`config.mk`:
```
export PLATFORM = sky130hd
export DESIGN_NAME = multicycle_controlunit
export DESIGN_NICKNAME = d
export VERILOG_FILES = /design/src/rtl/multicycle_controlunit.sv
export SDC_FILE = /design/constraint.sdc
export NUM_CORES = 1
export LEC_CHECK = 0
export ABC_CLOCK_PERIOD_IN_PS = 3900
export CAP_MARGIN = 20
export CORE_ASPECT_RATIO = 1.25
export CORE_MARGIN = 3
export CORE_UTILIZATION = 50
export CTS_BUF_LIST = sky130_fd_sc_hd__clkbuf_8
export DETAILED_ROUTE_END_ITERATION = 8
export PLACE_DENSITY = 0.79
export SYNTH_ARGS = -nofsm -noshare
export SYNTH_HDL_FRONTEND = slang
export SYNTH_SLANG_ARGS = --single-unit
export TNS_END_PERCENT = 100
```
`constraint.sdc`:
```
create_clock -name clk -period 3.9 [get_ports clk]
set_input_delay 0.78 -clock clk [delete_from_list [all_inputs] [get_ports clk]]
set_output_delay 0.78 -clock clk [all_outputs]
set_load 0.02 [all_outputs]
```
`src/rtl/multicycle_controlunit.sv`:
```
// Multi-cycle LEGv8 control FSM: sequences FETCH/DECODE/EXEC/MEM/WB, waits on memory
// handshakes, stretches MUL, and traps illegal opcodes and memory timeouts.
module multicycle_controlunit #(
    parameter int MUL_CYCLES  = 4,
    parameter int MEM_TIMEOUT = 16,
    parameter int CNTW        = 32
) (
    input  logic            clk,
    input  logic            reset,
    input  logic [10:0]     opcode,
    input  logic            imem_ready,
    input  logic            dmem_ready,
    output logic            imem_req,
    output logic            ir_write,
    output logic            pc_inc,
    output logic            ubranch,
    output logic            branch,
    output logic            reg2loc,
    output logic            alu_src,
    output logic [2:0]      alu_op,
    output logic            shift_dir,
    output logic            flag_write,
    output logic            dmem_read,
    output logic            dmem_write,
    output logic            mem_to_reg,
    output logic            reg_write,
    output logic            instr_retired,
    output logic [CNTW-1:0] retire_count,
    output logic            fault,
    output logic [1:0]      fault_code,
    output logic [2:0]      state
);

    typedef enum logic [2:0] {
        S_FETCH = 3'd0, S_DECODE = 3'd1, S_EXEC = 3'd2,
        S_MEM = 3'd3, S_WB = 3'd4, S_FAULT = 3'd5
    } state_t;

    typedef enum logic [3:0] {
        C_ILLEGAL, C_ADDI, C_ADDS, C_B, C_BLT, C_CBZ, C_LDUR,
        C_LSL, C_LSR, C_MUL, C_STUR, C_SUBS
    } cls_t;

    localparam logic [15:0] WAIT_LAST = 16'(MEM_TIMEOUT - 1);
    localparam logic [15:0] MUL_LAST  = 16'(MUL_CYCLES - 1);

    function automatic cls_t decode(input logic [10:0] op);
        casez (op)
            11'b1001000100?: return C_ADDI;
            11'b10101011000: return C_ADDS;
            11'b000101?????: return C_B;
            11'b01010100???: return C_BLT;
            11'b10110100???: return C_CBZ;
            11'b11111000010: return C_LDUR;
            11'b11010011011: return C_LSL;
            11'b11010011010: return C_LSR;
            11'b10011011000: return C_MUL;
            11'b11111000000: return C_STUR;
            11'b11101011000: return C_SUBS;
            default:         return C_ILLEGAL;
        endcase
    endfunction

    state_t          st, nxt;
    cls_t            cls, dec_cls, ncls;
    logic [15:0]     wait_cnt, mul_cnt;
    logic            retire;
    logic [CNTW-1:0] count_q;
    logic            imem_req_q, branch_q, reg2loc_q, alu_src_q, shift_dir_q, flag_write_q;
    logic            dmem_read_q, dmem_write_q, mem_to_reg_q, reg_write_q, fault_q;
    logic [2:0]      alu_op_q;
    logic [1:0]      fault_code_q;
    logic            ex_reg2loc, ex_alu_src, ex_shift_dir, ex_flag_write, ex_branch;
    logic [2:0]      ex_alu_op;

    // Next-state and retirement; the class comes straight from the opcode while in DECODE.
    always_comb begin
        nxt     = st;
        retire  = 1'b0;
        dec_cls = decode(opcode);
        ncls    = (st == S_DECODE) ? dec_cls : cls;
        case (st)
            S_FETCH: begin
                if (imem_ready)                nxt = S_DECODE;
                else if (wait_cnt == WAIT_LAST) nxt = S_FAULT;
            end
            S_DECODE: begin
                if (dec_cls == C_ILLEGAL) nxt = S_FAULT;
                else if (dec_cls == C_B) begin
                    nxt    = S_FETCH;
                    retire = 1'b1;
                end else nxt = S_EXEC;
            end
            S_EXEC: begin
                case (cls)
                    C_CBZ, C_BLT: begin
                        nxt    = S_FETCH;
                        retire = 1'b1;
                    end
                    C_LDUR, C_STUR: nxt = S_MEM;
                    C_MUL: if (mul_cnt == MUL_LAST) nxt = S_WB;
                    default: nxt = S_WB;
                endcase
            end
            S_MEM: begin
                if (dmem_ready) begin
                    if (cls == C_LDUR) nxt = S_WB;
                    else begin
                        nxt    = S_FETCH;
                        retire = 1'b1;
                    end
                end else if (wait_cnt == WAIT_LAST) nxt = S_FAULT;
            end
            S_WB: begin
                nxt    = S_FETCH;
                retire = 1'b1;
            end
            default: nxt = S_FAULT;
        endcase
    end

    // EXEC control word for the instruction about to execute.
    always_comb begin
        ex_reg2loc    = (ncls == C_CBZ) || (ncls == C_STUR);
        ex_alu_src    = (ncls == C_ADDI) || (ncls == C_LDUR) || (ncls == C_STUR) ||
                        (ncls == C_LSL) || (ncls == C_LSR);
        ex_shift_dir  = (ncls == C_LSR);
        ex_flag_write = (ncls == C_ADDS) || (ncls == C_SUBS);
        ex_branch     = (ncls == C_CBZ) || (ncls == C_BLT);
        case (ncls)
            C_SUBS:         ex_alu_op = 3'b011;
            C_LSL, C_LSR:   ex_alu_op = 3'b001;
            C_MUL:          ex_alu_op = 3'b111;
            C_CBZ, C_BLT:   ex_alu_op = 3'b000;
            default:        ex_alu_op = 3'b010;
        endcase
    end

    always_ff @(posedge clk) begin
        if (reset) begin
            st           <= S_FETCH;
            cls          <= C_ILLEGAL;
            wait_cnt     <= '0;
            mul_cnt      <= '0;
            count_q      <= '0;
            imem_req_q   <= 1'b1;
            branch_q     <= 1'b0;
            reg2loc_q    <= 1'b0;
            alu_src_q    <= 1'b0;
            alu_op_q     <= 3'b000;
            shift_dir_q  <= 1'b0;
            flag_write_q <= 1'b0;
            dmem_read_q  <= 1'b0;
            dmem_write_q <= 1'b0;
            mem_to_reg_q <= 1'b0;
            reg_write_q  <= 1'b0;
            fault_q      <= 1'b0;
            fault_code_q <= 2'b00;
        end else begin
            st       <= nxt;
            count_q  <= count_q + CNTW'(retire);
            wait_cnt <= (nxt == st && (st == S_FETCH || st == S_MEM)) ? wait_cnt + 16'd1 : '0;
            mul_cnt  <= (st == S_EXEC && nxt == S_EXEC) ? mul_cnt + 16'd1 : '0;
            if (st == S_DECODE) cls <= dec_cls;
            // Registered controls reflect the state being entered, so they are stable all cycle.
            imem_req_q   <= (nxt == S_FETCH);
            branch_q     <= (nxt == S_EXEC) && ex_branch;
            reg2loc_q    <= (nxt == S_EXEC) && ex_reg2loc;
            alu_src_q    <= (nxt == S_EXEC) && ex_alu_src;
            alu_op_q     <= (nxt == S_EXEC) ? ex_alu_op : 3'b000;
            shift_dir_q  <= (nxt == S_EXEC) && ex_shift_dir;
            flag_write_q <= (nxt == S_EXEC) && ex_flag_write;
            dmem_read_q  <= (nxt == S_MEM) && (ncls == C_LDUR);
            dmem_write_q <= (nxt == S_MEM) && (ncls == C_STUR);
            mem_to_reg_q <= (nxt == S_WB) && (ncls == C_LDUR);
            reg_write_q  <= (nxt == S_WB);
            if (nxt == S_FAULT && st != S_FAULT) begin
                fault_q      <= 1'b1;
                fault_code_q <= (st == S_DECODE) ? 2'b01 : 2'b10;
            end
        end
    end

    // Reset masks every output so an aborted instruction issues nothing on the reset cycle.
    assign imem_req      = imem_req_q & ~reset;
    assign ir_write      = ~reset & (st == S_FETCH) & imem_ready;
    assign pc_inc        = ~reset & (st == S_FETCH) & imem_ready;
    assign ubranch       = ~reset & (st == S_DECODE) & (dec_cls == C_B);
    assign branch        = branch_q & ~reset;
    assign reg2loc       = reg2loc_q & ~reset;
    assign alu_src       = alu_src_q & ~reset;
    assign alu_op        = reset ? 3'b000 : alu_op_q;
    assign shift_dir     = shift_dir_q & ~reset;
    assign flag_write    = flag_write_q & ~reset;
    assign dmem_read     = dmem_read_q & ~reset;
    assign dmem_write    = dmem_write_q & ~reset;
    assign mem_to_reg    = mem_to_reg_q & ~reset;
    assign reg_write     = reg_write_q & ~reset;
    assign instr_retired = retire & ~reset;
    assign retire_count  = reset ? '0 : count_q;
    assign fault         = fault_q & ~reset;
    assign fault_code    = reset ? 2'b00 : fault_code_q;
    assign state         = reset ? 3'd0 : 3'(st);

endmodule

```
==> impl_metrics.py, run 1 <==
metrics = {
    "layout": {
        "fillers": 756,
        "antennaDiodeCount": 0,
        "fin_nets": 635,
        "syn2layout_area_growth_pct": 25.2,
        "drive_above_1_share_pct": 11.4,
    },
    "critical_path": {
        "critPathMaxStageDelay_ns": 0.55,
        "cp_slowest_cell": "or4b_1",
        "reg2reg_setup_slack_ns": 1.23,
        "crit_type": "in -> reg",
        "reg2reg_from": "cls[3]",
        "cp.arrival_ns": 4.00,
        "worst_r2r_endpoint": "count_q[29]",
        "worstPathMaxFanout": 6,
        "crit_required_ns": 4.19,
        "ff2ff_path_depth": 12,
        "crit_chain": "clkdlybuf4s50_1 -> or4b_1 -> or2_2 -> o21ai_0 -> a21oi_1 -> a21boi_1 -> buf_4 -> ha_1 -> and3_1 -> nand4_1 -> or2_2 -> or3_1 -> a21oi_1",
        "setup.worst_path.end_class": "register",
        "cp-start-kind": "input pin",
    },
    "yosys": {
        "postSynthAreaPerCell_um2": 8.39,
        "yosys.area.top_type": "dfxtp_1",
        "seq_area_frac_synth_pct": 38.9,
        "synthTopCellsByArea": "dfxtp_1, nor2b_1, xor2_1",
        "synthCells": 534,
        "ys_ff_latch": 87,
        "ys_types": 61,
        "synth-main-ff-cell": "dfxtp_1",
        "synth_top_area_share_pct": 38.9,
        "synth_edf_count": 0,
        "yosysWarnings": 0,
        "netlist_area_um2": 4480,
        "syn_nets": 553,
        "async_reset_ff_share_pct": 0,
    },
    "die": {
        "start_util_pct": 51.5,
        "die_w_um": 90.7,
        "die_h_um": 112,
        "pin_count": 70,
        "core-area_um2": 8700,
        "die-area_um2": 10100,
        "rows": 38,
    },
    "timing": {
        "slew-limit-headroom_pct": 55.7,
        "post-route-min-period_ns": 3.71,
        "setup_tns_ns": 0,
        "min_period_over_period_pct": 95.2,
        "final_max_slew_viol_count": 0,
        "setup_viol": 0,
        "tightest_slew_ns": 0.663,
        "finalHoldViolCount": 0,
        "fin_skew_ns": 0.0108,
        "clock.fmax_ghz": 0.269,
        "rsz0062_at_grt": "no",
    },
    "min_path": {
        "min_to": "wait_cnt[0]",
        "min_path_type": "reg -> reg",
        "min_from": "wait_cnt[0]",
        "min_path_cells": 1,
    },
    "detailed_routing": {
        "drc": 0,
        "post_drt_wl_per_cell_um": 13.3,
        "via_per_inst": 5.26,
        "drt_first_pass_iters": 5,
        "via_count": 3900,
        "wl_um": 9870,
        "ant_nets": 0,
        "drtIter0Drc": 182,
    },
    "grt": {
        "grt_pass1_vias": 3735,
        "antenna_found_initial": 0,
        "grt.overflow.total": 0,
        "grt_first_pass_wirelength_um": 16700,
        "grt_max_degree": 50,
        "grt_usage_pct": 19.7,
    },
    "power_and_ir_drop": {
        "p_switching_uw": 437,
        "ir_drop_uv": 225,
        "p_total_uw": 1730,
        "clkPwrFrac_pct": 35.3,
        "power-per-cell-area_nw_per_um2": 309,
        "pwr-share-comb_pct": 11.7,
        "p_seq_share_pct": 53.1,
        "p_leak_uw": 0.00199,
        "sw_frac_of_total_pct": 25.2,
        "intPower_uw": 1300,
    },
    "clock_network": {
        "clock_sinks": 87,
        "clock_latency_ns": 0.35,
        "root_buffer": "clkbuf_8",
        "clkTransAtPathRegs_ns": 0.08,
        "cts_buffers": 9,
        "clock_path_buffers": 2,
        "cts_tree": "yes",
        "htree_levels": 3,
    },
    "place": {
        "hpwl_um": 7240,
        "place.gp.congestion": 0.864,
        "io_buffers": 69,
    },
    "status": {
        "status": "completed",
    },
    "job": {
        "cap_violations": 0,
    },
}
synth_stat cells, drive strengths merged, types with 2 or more instances:
| master | instances |
|---|---|
| nor3 | 26 |
| nand3 | 26 |
| a31oi | 3 |
| or4b | 3 |
| ha | 4 |
| nand3b | 2 |
| nand2b | 2 |
| inv | 10 |
| xor2 | 35 |
| nand4 | 13 |
| or3 | 12 |
| nor2 | 68 |
| buf | 9 |
| o21ai | 14 |
| and3 | 15 |
| nor4b | 2 |
| nor4 | 8 |
| nor2b | 54 |
| a211o | 2 |
| xnor2 | 17 |
| clkbuf | 17 |
| or3b | 5 |
| dfxtp | 87 |
| mux2i | 2 |
| and2 | 2 |
| or2 | 7 |
| o22ai | 2 |
| and4 | 4 |
| nand2 | 31 |
| nor3b | 8 |
| a21oi | 19 |
| or4 | 3 |
| a22oi | 2 |
kinds of logic (layout without fill, tap and decap cells):
logic type	after synthesis	after routing	share of synthesized area, %
AO/OA/AOI/OAI	56	56	7.87
buffers and inverters	36	123	3.46
adder cells (fa/ha/maj)	4	4	1.12
flip-flops	87	87	38.9
XOR/XNOR	52	52	10.2
multiplexers	2	2	0.447
AND/OR/NAND/NOR	297	297	38.1
placed cells by master, fill, tap and decap left out, types with 4 or more instances in the layout:
cell type and instances:
or3b_2 4, buf_4 27, clkbuf_8 10, xnor2_1 17
nor2b_1 54, and4_1 4, a21oi_1 19, and3_1 15
nand4_1 13, ha_1 4, nor3_2 15, nor3_1 11
nor2_1 68, nor3b_1 7, xor2_1 35, or2_2 6
inv_1 13, clkdlybuf4s50_1 66, nor4_1 7, or3_1 12
nand3_1 26, nand2_1 31, dfxtp_1 87, o21ai_0 14
power groups by stage:
stage / combinational, uW / clock (uW) / sequential [uW]
6_report: 202 / 612 / 920
5_1_grt: 225 / 664 / 923
4_1_cts: 203 / 627 / 920
3_5_place_dp: 203 / 0 / 941
3_3_place_gp: 198 / 0 / 939
2_1_floorplan: 133 / 0 / 933
state kept, by name, indices dropped and copies added, names as in the netlist, 2 cells and up:
name / flops
alu_op_q: 3
cls: 4
count_q: 32
fault_code_q: 2
mul_cnt: 16
st: 3
wait_cnt: 16
layout make-up:
cell class              instances  area, um2  share of cell area [%]
repair buffers                 97        906                    16.1
clock buffers                  10        138                    2.45
flip-flops and latches         87       1740                    31.0
clock inverters                 6       53.8                   0.959
inverters                      10       37.5                   0.669
multi-input cells             411       2580                    46.1
well taps                     120        150                    2.68
per-layer routing:
layer	share of wire (%)	track usage, %
met1	44	23.1
met5	0	0
met3	3.5	4.12
met2	51	35.2
met4	1.2	7.35
stage by stage:
step	instances	utilization, %	worst slack (ns)	area [um2]	hold WS, ns
2_1_floorplan	534	-	0.201	4480	0.413
5_1_grt	741	64.5	0.0116	5610	0.477
4_1_cts	741	64.5	0.0199	5610	0.459
3_3_place_gp	725	62.3	-0.245	5420	0.424
3_5_place_dp	725	62.3	-0.273	5420	0.442
6_report	741	64.5	0.188	5610	0.454
worst max-delay path: cells and delay by family:
family | cells | cell delay (ns)
compound gates | 4 | 0.61
fa+ha+maj | 1 | 0.16
buf+inv | 2 | 0.55
simple gates | 6 | 1.90
worst max path at each step:
stage,from,end,cells after the start
global placement,opcode[6],instr_retired,9
detailed placement,opcode[6],instr_retired,9
global route,opcode[6],count_q[27],13
finish,opcode[6],count_q[29],13
floorplan,opcode[6],count_q[27],13
CTS,opcode[6],instr_retired,9
repair_timing:
action,4_1_cts,5_1_grt
resized for setup,2,3
setup endpoints to repair,1,8
hold endpoints to repair,0,0
hold buffers,0,0
buffers inserted,0,0
(Power assumes the default switching activity.)
==> run 2, diff against run 1 <==
--- a/config.mk
+++ b/config.mk
@@ -5,8 +5,7 @@
 export SDC_FILE = /design/constraint.sdc
 export NUM_CORES = 1
 export LEC_CHECK = 0
-export ABC_CLOCK_PERIOD_IN_PS = 3900
-export CAP_MARGIN = 20
+export ABC_CLOCK_PERIOD_IN_PS = 3300
 export CORE_ASPECT_RATIO = 1.25
 export CORE_MARGIN = 3
 export CORE_UTILIZATION = 50
==> constraint.sdc (replaced) <==
create_clock -name clk -period 3.3 [get_ports clk]
set_input_delay 0.66 -clock clk [delete_from_list [all_inputs] [get_ports clk]]
set_output_delay 0.66 -clock clk [all_outputs]
set_load 0.02 [all_outputs]
==> run 2 against run 1 <==
- clock skew about the same
- global-route usage increased by 0.26 points
- highest routed layer unchanged
- worst setup slack got worse by 0.11 ns
- hold slack better by 0.0034 ns
- wire length grew 5.4%
- critical endpoint is now count_q[30]
- clock-buffer cell count did not move
- first-iteration DRC count fell by 29%
- critical path type unchanged
- sequential cell count unchanged
- die area is the same
- core utilization is 3.8 points higher
==> impl_metrics.py, run 2 (synthesis gave the netlist of run 1 again) <==
metrics = {
    "status": {
        "status": "completed",
    },
    "timing": {
        "clock.fmax_ghz": 0.310,
        "tightest_slew_ns": 0.549,
        "min_period_over_period_pct": 97.7,
        "setup_tns_ns": 0,
        "finalHoldViolCount": 0,
        "post-route-min-period_ns": 3.23,
        "slew-limit-headroom_pct": 63.4,
        "final_max_slew_viol_count": 0,
        "setup_viol": 0,
        "fin_skew_ns": 0.0111,
    },
    "clock_network": {
        "clock_path_buffers": 2,
        "clock_sinks": 87,
        "clkTransAtPathRegs_ns": 0.09,
        "ctsHoldBuffers": 0,
        "root_buffer": "clkbuf_8",
        "cts_tree": "yes",
        "htree_levels": 3,
        "cts_buffers": 9,
        "clock_latency_ns": 0.35,
    },
    "layout": {
        "layout_common_cells": "dfxtp_1, nor2_1, clkdlybuf4s50_1",
        "finalNonFillerCells": 769,
        "reg_top3": "count_q x32, mul_cnt x16, wait_cnt x16",
        "fin_nets": 663,
        "regMostFlops": "count_q",
        "largest_reg_flops": 32,
        "final_common_cell": "dfxtp_1",
        "antennaDiodeCount": 0,
        "drive_above_1_share_pct": 17.3,
        "syn2layout_area_growth_pct": 32.6,
    },
    "place": {
        "hpwl_um": 7440,
        "io_buffers": 69,
        "numPlacedInstances": 744,
        "place.gp.congestion": 0.871,
    },
    "critical_path": {
        "setup.worst_path.end_class": "register",
        "cp.arrival_ns": 3.52,
        "cp-start-kind": "input pin",
        "worstPathMaxFanout": 5,
        "crit_type": "in -> reg",
        "crit_required_ns": 3.59,
    },
    "die": {
        "start_util_pct": 51.5,
        "die_h_um": 112,
        "rows": 38,
        "pin_count": 70,
        "core-area_um2": 8700,
        "die_w_um": 90.7,
        "die-area_um2": 10100,
    },
    "power_and_ir_drop": {
        "intPower_uw": 1720,
        "clkPwrFrac_pct": 38.9,
        "sw_frac_of_total_pct": 23.3,
        "p_seq_share_pct": 48.6,
        "ir_drop_uv": 216,
        "pwr-share-comb_pct": 12.4,
        "power-per-cell-area_nw_per_um2": 377,
        "p_switching_uw": 522,
        "p_leak_uw": 0.00216,
    },
    "detailed_routing": {
        "wl_um": 10400,
        "drt_first_pass_iters": 4,
        "drc": 0,
        "via_count": 4109,
        "drtIter0Drc": 129,
        "ant_nets": 0,
        "via_per_inst": 5.34,
        "post_drt_wl_per_cell_um": 13.5,
    },
    "job": {
        "cap_violations": 0,
    },
    "min_path": {
        "min_path_type": "reg -> reg",
    },
    "grt": {
        "antenna_found_initial": 0,
        "grt_first_pass_wirelength_um": 17000,
        "grt_max_degree": 45,
        "grt_usage_pct": 20.0,
        "grt_pass1_vias": 3800,
        "grt.overflow.total": 0,
    },
}
run 2: changes by cell type in the layout (fill, tap and decap cells not counted), sizes merged:
cell	delta
clkinv	-1
dlymetal6s2s	+1
bufinv	+2
clkdlybuf4s15	+1
clkdlybuf4s50	-4
buf	+29
dlygate4sd2	+1
clkinvlp	-1
run 2: layout make-up:
type                    instances  area [um2]
inverters                      10        37.5
multi-input cells             411        2660
clock inverters                 6         101
clock buffers                  10         138
repair buffers                125        1120
flip-flops and latches         87        1740
well taps                     120         150
fillers                       690        2760
run 2: final timing paths:
check | from | to | slack, ns | cells past startpoint
setup / recovery | opcode[6] | count_q[30] | 0.07 | 14
hold / removal | wait_cnt[0] | wait_cnt[0] | 0.46 | 1
setup reg to reg | st[1] | count_q[30] | 0.53 | 11
hold reg to reg | wait_cnt[0] | wait_cnt[0] | 0.46 | 1
run 2: stage by stage:
stage | power (uW) | util (%) | instance area, um2 | worst slack (ns) | hold slack (ns)
2_1_floorplan | 1260 | - | 4500 | -0.0125 | 0.413
3_3_place_gp | 1370 | 64.1 | 5580 | -0.498 | 0.422
3_5_place_dp | 1380 | 64.1 | 5580 | -0.501 | 0.450
4_1_cts | 2250 | 67.9 | 5900 | -0.0176 | 0.467
5_1_grt | 2320 | 68.3 | 5940 | -0.0234 | 0.475
6_report | 2240 | 68.3 | 5940 | 0.0747 | 0.458
run 2: what timing repair did:
item | CTS | global route
endpoints found under the setup margin | 34 | 33
resized for setup | 24 | 5
buffers inserted | 3 | 5
pin swaps | 9 | 8
cloned | 1 | 0
run 2: worst max-delay path, cell delays in order:
cell and delay [ns]:
dlymetal6s2s_1 0.13, or4b_4 0.55, or2_4 0.27, o21ai_2 0.12, a21oi_2 0.07, a21boi_2 0.19
buf_4 0.15, ha_4 0.14, ha_4 0.13, and2_4 0.14, nand4_1 0.14, buf_6 0.17
or4_1 0.51, a21oi_1 0.15
run 2: per-layer routing:
| metal | global-route usage [%] | up-vias | share of wire (%) |
|---|---|---|---|
| met2 | 36.8 | 95 | 52 |
| met3 | 4.39 | 8 | 4.2 |
| met5 | 0 | - | 0 |
| li1 | - | 2061 | - |
| met4 | 6.13 | 0 | 0.92 |
| met1 | 22.9 | 1945 | 43 |
run 2: power groups by stage:
stage / registers [uW] / clock network (uW) / logic, uW
2_1_floorplan: 1100 / 0 / 158
3_3_place_gp: 1110 / 0 / 263
3_5_place_dp: 1110 / 0 / 271
4_1_cts: 1090 / 890 / 277
5_1_grt: 1090 / 926 / 306
6_report: 1090 / 871 / 279
==> run 3, diff against run 2 <==
--- a/config.mk
+++ b/config.mk
@@ -5,13 +5,13 @@
 export SDC_FILE = /design/constraint.sdc
 export NUM_CORES = 1
 export LEC_CHECK = 0
-export ABC_CLOCK_PERIOD_IN_PS = 3300
+export ABC_CLOCK_PERIOD_IN_PS = 4100
 export CORE_ASPECT_RATIO = 1.25
 export CORE_MARGIN = 3
-export CORE_UTILIZATION = 50
+export CORE_UTILIZATION = 60
 export CTS_BUF_LIST = sky130_fd_sc_hd__clkbuf_8
 export DETAILED_ROUTE_END_ITERATION = 8
-export PLACE_DENSITY = 0.79
+export PLACE_DENSITY = 0.89
 export SYNTH_ARGS = -nofsm -noshare
 export SYNTH_HDL_FRONTEND = slang
 export SYNTH_SLANG_ARGS = --single-unit
==> constraint.sdc (replaced) <==
create_clock -name clk -period 4.1 [get_ports clk]
set_input_delay 0.82 -clock clk [delete_from_list [all_inputs] [get_ports clk]]
set_output_delay 0.82 -clock clk [all_outputs]
set_load 0.02 [all_outputs]
==> run 3 against run 2 <==
- first-iteration DRC count grew 63%
- critical endpoint is now ubranch
- die area shrank 16%
- total power shrank 28%
- hold slack lost 0.0048 ns
- sequential share of layout area grew 2.4 points
- clock skew grew 0.0039 ns
- sequential cell count is the same
- critical path type is now in -> out
==> impl_metrics.py, run 3 (synthesis gave the netlist of run 1 again) <==
metrics = {
    "critical_path": {
        "worst_r2r_endpoint": "count_q[29]",
        "cp-start-kind": "input pin",
        "crit_type": "in -> out",
        "worstPathMaxFanout": 3,
        "reg2reg_setup_slack_ns": 1.33,
        "crit_required_ns": 3.28,
        "worst-path-stages": 6,
        "ff2ff_path_depth": 12,
        "cp.arrival_ns": 3.09,
        "crit_start": "opcode[6]",
        "reg2reg_from": "cls[3]",
        "setup.worst_path.end_class": "primary output",
        "path_common_cell": "clkdlybuf4s50_1",
        "crit_family": "buffers and inverters",
        "crit_chain": "clkdlybuf4s50_1 -> or4b_1 -> or2_2 -> buf_4 -> nor3b_1 -> clkdlybuf4s50_1",
        "endpoint": "ubranch",
        "path_buf_inv": 3,
        "critPathMaxStageDelay_ns": 0.65,
        "cp_slowest_cell": "clkdlybuf4s50_1",
    },
    "die": {
        "rows": 34,
        "die_h_um": 103,
        "start_util_pct": 63.1,
        "pin_count": 70,
        "die_w_um": 83.3,
        "core-area_um2": 7100,
        "die-area_um2": 8550,
    },
    "place": {
        "numPlacedInstances": 687,
        "place.gp.congestion": 0.868,
        "io_buffers": 69,
        "hpwl_um": 7580,
    },
    "min_path": {
        "min_from": "wait_cnt[0]",
        "min_path_type": "reg -> reg",
    },
    "status": {
        "status": "completed",
    },
    "detailed_routing": {
        "drt_first_pass_iters": 5,
        "ant_nets": 0,
        "post_drt_wl_per_cell_um": 14.7,
        "drtIter0Drc": 210,
        "via_count": 4049,
        "drc": 0,
        "wl_um": 10300,
        "via_per_inst": 5.75,
    },
    "clock_network": {
        "clkTransAtPathRegs_ns": 0.09,
        "clock_latency_ns": 0.36,
        "clock_sinks": 87,
        "ctsHoldBuffers": 0,
        "htree_levels": 3,
        "clock_path_buffers": 2,
        "cts_tree": "yes",
        "root_buffer": "clkbuf_8",
        "cts_buffers": 9,
    },
    "power_and_ir_drop": {
        "p_leak_uw": 0.00192,
        "p_total_uw": 1620,
        "power-per-cell-area_nw_per_um2": 294,
        "ir_drop_uv": 185,
    },
    "timing": {
        "finalHoldViolCount": 0,
        "rsz0062_at_grt": "no",
        "final_max_slew_viol_count": 0,
        "slew-limit-headroom_pct": 43.6,
        "setup_tns_ns": 0,
        "hold-worst-slack_ns": 0.453,
        "fin_skew_ns": 0.0150,
        "clock.fmax_ghz": 0.256,
        "post-route-min-period_ns": 3.91,
        "min_period_over_period_pct": 95.4,
        "tightest_slew_ns": 0.847,
        "setup_viol": 0,
    },
    "layout": {
        "multi_input_area_um2": 2590,
        "regArea_um2": 1740,
        "fin_nets": 628,
        "final_common_cell": "dfxtp_1",
        "layout_common_cells": "dfxtp_1, nor2_1, clkdlybuf4s50_1",
        "syn2layout_area_growth_pct": 22.7,
        "antennaDiodeCount": 0,
        "fillers": 509,
        "regMostFlops": "count_q",
        "reg_top3": "count_q x32, mul_cnt x16, wait_cnt x16",
        "drive_above_1_share_pct": 11.1,
        "fin_util_pct": 77.4,
        "finalNonFillerCells": 704,
        "largest_reg_flops": 32,
    },
    "grt": {
        "grt_max_degree": 50,
        "grt_usage_pct": 24.2,
        "antenna_found_initial": 0,
        "grt_first_pass_wirelength_um": 17200,
        "grt.overflow.total": 0,
        "grt_pass1_vias": 3953,
    },
    "job": {
        "cap_violations": 0,
    },
}
==> run 3: changes by cell type in the layout (fill, tap and decap cells not counted), sizes merged <==
cell           previous run  this run
dlygate4sd2               1         0
dlymetal6s2s              2         0
clkdlybuf4s50            62        67
inv                      13        12
buf                      58        22
bufinv                    3         0
clkinv                    0         3
clkinvlp                  0         1
clkdlybuf4s15             1         0
==> run 3: power breakdown <==
part           leakage (uW)  switching (uW)  internal [uW]
registers          0.000703            15.2            860
clock network     0.0000930             310            240
logic               0.00112             111           80.1
==> run 3: worst min path at each step <==
stage	to	depth (start not counted)
after CTS	wait_cnt[0]	1
after floorplan	wait_cnt[0]	1
after detailed placement	wait_cnt[0]	1
final	wait_cnt[0]	1
after global placement	wait_cnt[0]	1
after global routing	wait_cnt[0]	1
==> run 3: layout make-up <==
type | count | area share (%)
Multi-Input combinational cell | 411 | 47.1
Sequential cell | 87 | 31.7
Timing Repair Buffer | 90 | 15.2
Clock buffer | 10 | 2.50
Tap cell | 90 | 2.05
Clock inverter | 6 | 0.796
Inverter | 10 | 0.683
==> run 3: per-layer routing <==
| metal | GRT usage [%] | wire length, um |
|---|---|---|
| met3 | 4.48 | 435 |
| met2 | 46.5 | 5470 |
| met1 | 26.3 | 4200 |
| met4 | 9.56 | 230 |
| met5 | 0 | 0 |
==> run 3: what timing repair did <==
item,CTS,global route
resized for setup,2,3
gates cloned,0,0
setup endpoints to repair,1,5
buffers inserted,0,1
==> run 3: through the flow <==
step           setup slack [ns]  instance area, um2
2_1_floorplan             0.361                4480
3_3_place_gp             -0.143                5310
3_5_place_dp             -0.161                5310
4_1_cts                   0.113                5490
5_1_grt                  0.0538                5500
6_report                  0.187                5500
